$ cat src/rtl/joypad_responder_if.sv
// Pin bundle between a console-side driver (master) and the joypad responder (slave).
interface joypad_responder_if;
    logic [7:0] buttons_in;
    logic       jp_latch_in;
    logic       jp_clk_in;
    logic       jp_data_out;
    logic       poll_out;
    logic [3:0] bit_cnt_out;

    modport slave  (input  buttons_in, jp_latch_in, jp_clk_in,
                    output jp_data_out, poll_out, bit_cnt_out);
    modport master (output buttons_in, jp_latch_in, jp_clk_in,
                    input  jp_data_out, poll_out, bit_cnt_out);
endinterface

$ cat src/rtl/joypad_responder.sv
// Console joypad shift-register responder with pin synchronizers.
// Optional button debounce is enabled by defining JP_RESP_DEBOUNCE_EN.
module joypad_responder #(
    parameter int SYNC_STAGES     = 2,
    parameter int DEBOUNCE_CYCLES = 500000
) (
    input  logic              clk_in,
    input  logic              rst_in,
    joypad_responder_if.slave jp
);
    typedef enum logic [1:0] {
        ST_LOAD  = 2'd0,
        ST_SHIFT = 2'd1,
        ST_DONE  = 2'd2
    } state_t;

    // Bit layout of each synchronizer stage: [9:2] buttons, [1] latch, [0] shift clock.
    logic [SYNC_STAGES-1:0][9:0] sync_q;
    logic [9:0] sync_last_s;
    logic [7:0] btn_s;
    logic       latch_prev_q, clk_prev_q, latch_fall_q, clk_rise_q;

    state_t     state_q, state_d;
    logic [7:0] shreg_q, shreg_d;
    logic [3:0] cnt_q, cnt_d;
    logic       start_q, start_d;
    logic       jp_data_q, jp_data_d;
    logic       poll_q, poll_d;
    logic [3:0] bit_cnt_q, bit_cnt_d;

    // Synchronizer chain for all asynchronous pins
    always_ff @(posedge clk_in) begin
        if (rst_in) begin
            sync_q <= '0;
        end else begin
            sync_q[0] <= {jp.buttons_in, jp.jp_latch_in, jp.jp_clk_in};
            for (int i = 1; i < SYNC_STAGES; i++) begin
                sync_q[i] <= sync_q[i-1];
            end
        end
    end

    assign sync_last_s = sync_q[SYNC_STAGES-1];

    // Edge detection against a delayed copy; results are registered once more
    always_ff @(posedge clk_in) begin
        if (rst_in) begin
            latch_prev_q <= 1'b0;
            clk_prev_q   <= 1'b0;
            latch_fall_q <= 1'b0;
            clk_rise_q   <= 1'b0;
        end else begin
            latch_prev_q <= sync_last_s[1];
            clk_prev_q   <= sync_last_s[0];
            latch_fall_q <= latch_prev_q & ~sync_last_s[1];
            clk_rise_q   <= sync_last_s[0] & ~clk_prev_q;
        end
    end

`ifdef JP_RESP_DEBOUNCE_EN
    localparam int DB_W = $clog2(DEBOUNCE_CYCLES + 1);
    logic [DB_W-1:0] db_cnt_q [8];
    logic [7:0]      db_acc_q;

    // A button flips only after a full run of consecutive samples that disagree with it
    always_ff @(posedge clk_in) begin
        if (rst_in) begin
            db_acc_q <= 8'd0;
            for (int i = 0; i < 8; i++) begin
                db_cnt_q[i] <= '0;
            end
        end else begin
            for (int i = 0; i < 8; i++) begin
                if (sync_last_s[i+2] == db_acc_q[i]) begin
                    db_cnt_q[i] <= '0;
                end else if (db_cnt_q[i] == DB_W'(DEBOUNCE_CYCLES - 1)) begin
                    db_acc_q[i] <= sync_last_s[i+2];
                    db_cnt_q[i] <= '0;
                end else begin
                    db_cnt_q[i] <= db_cnt_q[i] + DB_W'(1);
                end
            end
        end
    end

    assign btn_s = db_acc_q;
`else
    assign btn_s = sync_last_s[9:2];
`endif

    // State register
    always_ff @(posedge clk_in) begin
        if (rst_in) begin
            state_q <= ST_LOAD;
            shreg_q <= 8'd0;
            cnt_q   <= 4'd0;
            start_q <= 1'b0;
        end else begin
            state_q <= state_d;
            shreg_q <= shreg_d;
            cnt_q   <= cnt_d;
            start_q <= start_d;
        end
    end

    // Next-state logic; a high latch overrides everything, including a same-cycle clock edge
    always_comb begin
        state_d = state_q;
        shreg_d = shreg_q;
        cnt_d   = cnt_q;
        start_d = 1'b0;
        if (latch_prev_q) begin
            state_d = ST_LOAD;
            shreg_d = btn_s;
            cnt_d   = 4'd0;
        end else begin
            case (state_q)
                ST_LOAD: begin
                    if (latch_fall_q) begin
                        state_d = ST_SHIFT;
                        start_d = 1'b1;
                    end else begin
                        state_d = ST_LOAD;
                    end
                end
                ST_SHIFT: begin
                    if (clk_rise_q) begin
                        shreg_d = {1'b0, shreg_q[7:1]};
                        cnt_d   = cnt_q + 4'd1;
                        state_d = (cnt_q == 4'd7) ? ST_DONE : ST_SHIFT;
                    end else begin
                        state_d = ST_SHIFT;
                    end
                end
                ST_DONE: begin
                    state_d = ST_DONE;
                end
                default: begin
                    state_d = ST_LOAD;
                    shreg_d = 8'd0;
                    cnt_d   = 4'd0;
                end
            endcase
        end
    end

    // Output decode; an empty shift register after reset naturally idles the line high
    always_comb begin
        if (state_q == ST_DONE) begin
            jp_data_d = 1'b0;
        end else begin
            jp_data_d = ~shreg_q[0];
        end
        poll_d    = start_q;
        bit_cnt_d = cnt_q;
    end

    // Output registers
    always_ff @(posedge clk_in) begin
        if (rst_in) begin
            jp_data_q <= 1'b1;
            poll_q    <= 1'b0;
            bit_cnt_q <= 4'd0;
        end else begin
            jp_data_q <= jp_data_d;
            poll_q    <= poll_d;
            bit_cnt_q <= bit_cnt_d;
        end
    end

    assign jp.jp_data_out = jp_data_q;
    assign jp.poll_out    = poll_q;
    assign jp.bit_cnt_out = bit_cnt_q;
endmodule

$ cat src/flat_wrapper.sv
// flat-port wrapper written by rule: the top's interface ports become plain ports
module joypad_responder_flat 
#(
    parameter int SYNC_STAGES     = 2,
    parameter int DEBOUNCE_CYCLES = 500000
)
  (clk_in, rst_in, jp_buttons_in, jp_jp_latch_in, jp_jp_clk_in, jp_jp_data_out, jp_poll_out, jp_bit_cnt_out);
  joypad_responder_if jp_i ();
  input  logic clk_in;
  input  logic rst_in;
  input wire logic [$bits(jp_i.buttons_in)-1:0] jp_buttons_in;
  input wire logic [$bits(jp_i.jp_latch_in)-1:0] jp_jp_latch_in;
  input wire logic [$bits(jp_i.jp_clk_in)-1:0] jp_jp_clk_in;
  output wire logic [$bits(jp_i.jp_data_out)-1:0] jp_jp_data_out;
  output wire logic [$bits(jp_i.poll_out)-1:0] jp_poll_out;
  output wire logic [$bits(jp_i.bit_cnt_out)-1:0] jp_bit_cnt_out;
  assign jp_i.buttons_in = jp_buttons_in;
  assign jp_i.jp_latch_in = jp_jp_latch_in;
  assign jp_i.jp_clk_in = jp_jp_clk_in;
  assign jp_jp_data_out = jp_i.jp_data_out;
  assign jp_poll_out = jp_i.poll_out;
  assign jp_bit_cnt_out = jp_i.bit_cnt_out;
  joypad_responder #(.SYNC_STAGES(SYNC_STAGES), .DEBOUNCE_CYCLES(DEBOUNCE_CYCLES)) u_core (.clk_in(clk_in), .rst_in(rst_in), .jp(jp_i));
endmodule
$ cat config.mk
export PLATFORM = sky130hd
export DESIGN_NAME = joypad_responder_flat
export DESIGN_NICKNAME = d
export VERILOG_FILES = /design/src/rtl/joypad_responder_if.sv /design/src/rtl/joypad_responder.sv /design/src/flat_wrapper.sv
export SDC_FILE = /design/constraint.sdc
export NUM_CORES = 1
export LEC_CHECK = 0
export ABC_AREA = 1
export CORE_MARGIN = 3
export CORE_UTILIZATION = 58
export CTS_CLUSTER_SIZE = 24
export DETAILED_ROUTE_END_ITERATION = 10
export GPL_ROUTABILITY_DRIVEN = 0
export HOLD_SLACK_MARGIN = 0.15
export PLACE_DENSITY = 0.89
export RECOVER_POWER = 50
export SLEW_MARGIN = 20
export SYNTH_ARGS = -nofsm -noshare
export SYNTH_HDL_FRONTEND = slang
export SYNTH_SLANG_ARGS = --single-unit
$ cat constraint.sdc
create_clock -name clk_in -period 2.4 [get_ports clk_in]
set_input_delay 0.48 -clock clk_in [delete_from_list [all_inputs] [get_ports clk_in]]
set_output_delay 0.48 -clock clk_in [all_outputs]
set_load 0.01 [all_outputs]
# Word-level counts from Yosys, hierarchy flattened
# Cells that the tools add are included.
[totals]
reg_bits = 45
output_inout_bits = 6
wordCells = 44
[op_classes]
add_sub_neg = 1
n_eq_ne = 6
n_mux = 11
bitwise_logic = 7
reduce_logical = 6
[op_table]
columns = ["op", "count"]
rows = [
  ["2-to-1 mux 8 bit", 2],
  ["one-hot mux 8 bit (2 select lines)", 1],
  ["one-hot mux 4 bit (2 select lines)", 1],
  ["one-hot mux 2 bit (3 select lines)", 1],
  ["inverter 1 bit", 5],
  ["adder 4 x 1 -> 4 bit, second input constant", 1],
  ["== test 4 x 3 -> 1 bit, second input constant", 1],
  ["2-to-1 mux 2 bit", 2],
  ["2-to-1 mux 4 bit", 1],
  ["inequality test 2 x 1 -> 1 bit, second input constant", 2],
  ["AND reduction 2 bit", 2],
  ["OR reduction 2 bit", 2],
  ["2-to-1 mux 1 bit", 3],
  ["inequality test 3 x 1 -> 1 bit, second input constant", 1],
  ["OR reduction 3 bit", 1],
  ["bitwise AND 1 bit", 2],
  ["== test 2 x 1 -> 1 bit, second input constant", 1],
  ["== test 2 bit, second input constant", 1],
  ["logical NOT 2 bit", 1],
]

# Longest topological paths before layout
[depth]
ltp_word = 4
depth_mapped = 7

# Worst setup path before layout
# No wires, ideal clock.
[synth_path]
path_type = "input port to flip-flop"
from = "in rst_in"
to = "reg u_core.shreg_q[7]"
setup_time_ps = 121
arrival_time_ps = 910
t_required_ps = 2279
setup_slack_ps = 1369
stages = 3
cell_sequence = "clkinv_1 -> nand2_1 -> o31ai_1"
[synth_lines]
columns = ["item", "line_no", "text"]
rows = [
  ["from (decl)", "flat_wrapper.sv:10", "input logic rst_in;"],
  ["to (signal assigned)", "joypad_responder.sv:100", "shreg_q <= shreg_d;"],
  ["to (decl)", "joypad_responder.sv:24", "logic [7:0] shreg_q, shreg_d;"],
]

# Final worst setup path
[layout_path]
from = "in rst_in"
to = "reg u_core.bit_cnt_q[2], in the netlist u_core.jp.bit_cnt_out[2]"
[layout_lines]
columns = ["item", "line_no", "text"]
rows = [
  ["to (signal assigned)", "joypad_responder.sv:167", "bit_cnt_q <= bit_cnt_d;"],
  ["to (decl)", "joypad_responder.sv:29", "logic [3:0] bit_cnt_q, bit_cnt_d;"],
]
# No word-level cell between the ends.

==> reports/results.txt <==
Root Driver - clkbuf_4
DRC viols - 0
Share of cells above drive strength 1 - 5.19%
Resized cells post-CTS - 0
Total negative slack - 0 ns
Peak Freq - 541 MHz
Final wirelength - 2.71 mm
Max Root-Sink Buffers - 2
Nets - 243
Port-buffer cells - 17
Unrepaired setup endpoints after global routing - false
Post-Syn Instances - 212
Rel. slew slack - 22.5%
Final setup fails - 0
Dpl hpwl - 1.79 mm
Antenna diodes - 0
Routed len/inst - 10.4 microns
Crit path launch type - primary input
FP Rows - 18
Synth Area in XOR/XNOR - 0%
Aggregate global-route resource usage - 18.2%
Least-Margin Pin Slew - 1.16 ns
Hold slack - 0.405 ns
Lkg Pwr - 0.866 nW
CTS tree - yes
Final Cycle Share - 77.0%
H-tree levels - 2
Mapped Nets - 225
Worst-path fanout max - 30
EDFF count, synth - 0
Synth Area per Inst - 7.57 sq um
Layout area overhead - 14.4%
Status - complete, no violations
Top cells by count, synth - 47 x inv_1, 45 x dfxtp_1, 43 x nor2_1
Compound-Gate Fraction of Synth Area - 2.34%
CP arrival - 2.04 ns
1st-iter DRT viols - 32
Post-synth cell types - 17
Worst min-delay path class - reg2reg
DP Area - 0.00178 sq mm
Max Cap Violations - 0
First-pass GRT wire length - 4.67 mm
Initial antenna violation count - 0
Die area - 0.00343 sq mm
Yosys top cell area share - 56.2%
Mux cell area share after synthesis - 0%
Vias per cell - 4.77
Dominant cell by count in the synthesized netlist - inv_1
Grt total ovfl - 0
Pwr dens - 638 mW/mm^2
Vias in the first global route - 1102
Post-synthesis sequential area ratio - 56.2%
Num CTS Buffers - 5
Slew Viols, Final - 0
Post-Synth Adder-Cell Area - 0.780%
Final Power - 1.17 mW
Crit path time final - 1.85 ns
Seq cells post-synth - 45
Synth Flop Type - dfxtp_1
Post-synth top area cell - dfxtp_1
Clock Latency Late Sink - 0.35 ns
Asr flop ratio synth - 0%
Post-route cell area - 0.00183 sq mm
Top cells by area, synth - dfxtp_1 56%, inv_1 11%, nor2_1 10%
Post-Synthesis Cell Area - 0.00160 sq mm
Drt first pass iters - 4
Post-CTS Hold Buffers - 0
CP required - 2.59 ns
Die W - 58.6 microns
Via count - 1246
Worst vdd ir - 0.614 mV
Worst Clk Skew - 0.00612 ns
Ports - 18
CTS Sinks - 45
Simple-Gate Fraction of Synth Area - 27.0%
Largest family of logic cells by synthesized area - simple AND/OR/NAND/NOR gates
Register-to-register setup slack - 0.88 ns
Initial Util - 63.0%
Largest net degree at the start of global routing - 31
Die Height - 58.6 microns
Clock-pin slew on the worst setup and hold paths - 0.12 ns
Crit. End Element - flop
Post-route non-filler standard cell count - 261
Post-route ant nets - 0
Final Hold Fails - 0
Critical path class - in2reg
Dpl cells - 253
Postcts setup bufs - 0
Total core area - 0.00254 sq mm
YS warnings - 0
## layout by cell type (no fill, tap or decap)
| cell type | instances |
|---|---|
| a21oi_1 | 5 |
| clkbuf_1 | 1 |
| clkbuf_4 | 5 |
| clkdlybuf4s50_1 | 16 |
| clkinv_1 | 1 |
| clkinv_2 | 2 |
| clkinvlp_4 | 1 |
| dfxtp_1 | 45 |
| dlygate4sd3_1 | 1 |
| ha_1 | 1 |
| inv_1 | 47 |
| inv_2 | 1 |
| nand2_1 | 28 |
| nand2_2 | 3 |
| nand3_1 | 25 |
| nand4_1 | 2 |
| nor2_1 | 43 |
| nor3_1 | 2 |
| o21ai_1 | 1 |
| o31ai_1 | 1 |
## final cells by class
type | instances | area [sq um]
repair buffers | 18 | 174
clock inverters | 3 | 17.5
fillers | 181 | 711
clock buffers | 5 | 37.5
flip-flops and latches | 45 | 901
multi-input cells | 111 | 483
well taps | 30 | 37.5
inverters | 49 | 184
## layer usage
layer	GRT usage, %	wire length (microns)	vias to the layer above
met5	0	0	-
met4	9.06	39	0
met3	4.61	132	6
met2	30.1	1330	34
met1	21.8	1210	545
li1	-	-	661
## logic make-up (layout without fill, tap and decap cells)
kind of cell	after synthesis	after routing
fa+ha+maj	1	1
buf+inv	56	75
flops	45	45
compound gates	7	7
simple gates	103	103
## final timing paths
| path | from | to | cells after the start |
|---|---|---|---|
| hold reg to reg | u_core.clk_prev_q | u_core.clk_rise_q | 1 |
| hold / removal | u_core.clk_prev_q | u_core.clk_rise_q | 1 |
| setup reg to reg | u_core.state_q[0] | u_core.state_q[1] | 4 |
| setup / recovery | rst_in | u_core.jp.bit_cnt_out[2] | 3 |
## registers in the layout, summed over array words and instances, names as in the netlist
signal and cells:
u_core.jp.bit_cnt_out 4, u_core.sync_q 10, u_core.poll_d 1, u_core.latch_prev_q 1, u_core.clk_prev_q 1, u_core.bit_cnt_d 4
u_core.latch_fall_q 1, u_core.shreg_q 8, u_core.jp.jp_data_out 1, u_core.state_q 2, u_core.jp.poll_out 1, u_core.clk_rise_q 1
u_core.sync_last_s 10
## critical path, stage by stage
cell           delay, ns
dlygate4sd3_1       0.55
clkbuf_1            0.86
nor2_1              0.14
## per-stage QoR
stage	util, %	worst slack (ns)
2_1_floorplan	-	1.37
3_3_place_gp	70.1	0.730
3_5_place_dp	70.1	0.728
4_1_cts	72.2	0.697
5_1_grt	72.1	0.384
6_report	72.1	0.552
## where the power goes
group / leakage, nW / internal, mW / switching (mW)
sequential: 0.367 / 0.766 / 0.00831
combinational: 0.468 / 0.0256 / 0.0277
clock: 0.0310 / 0.111 / 0.232
(Power assumes the default switching activity.)
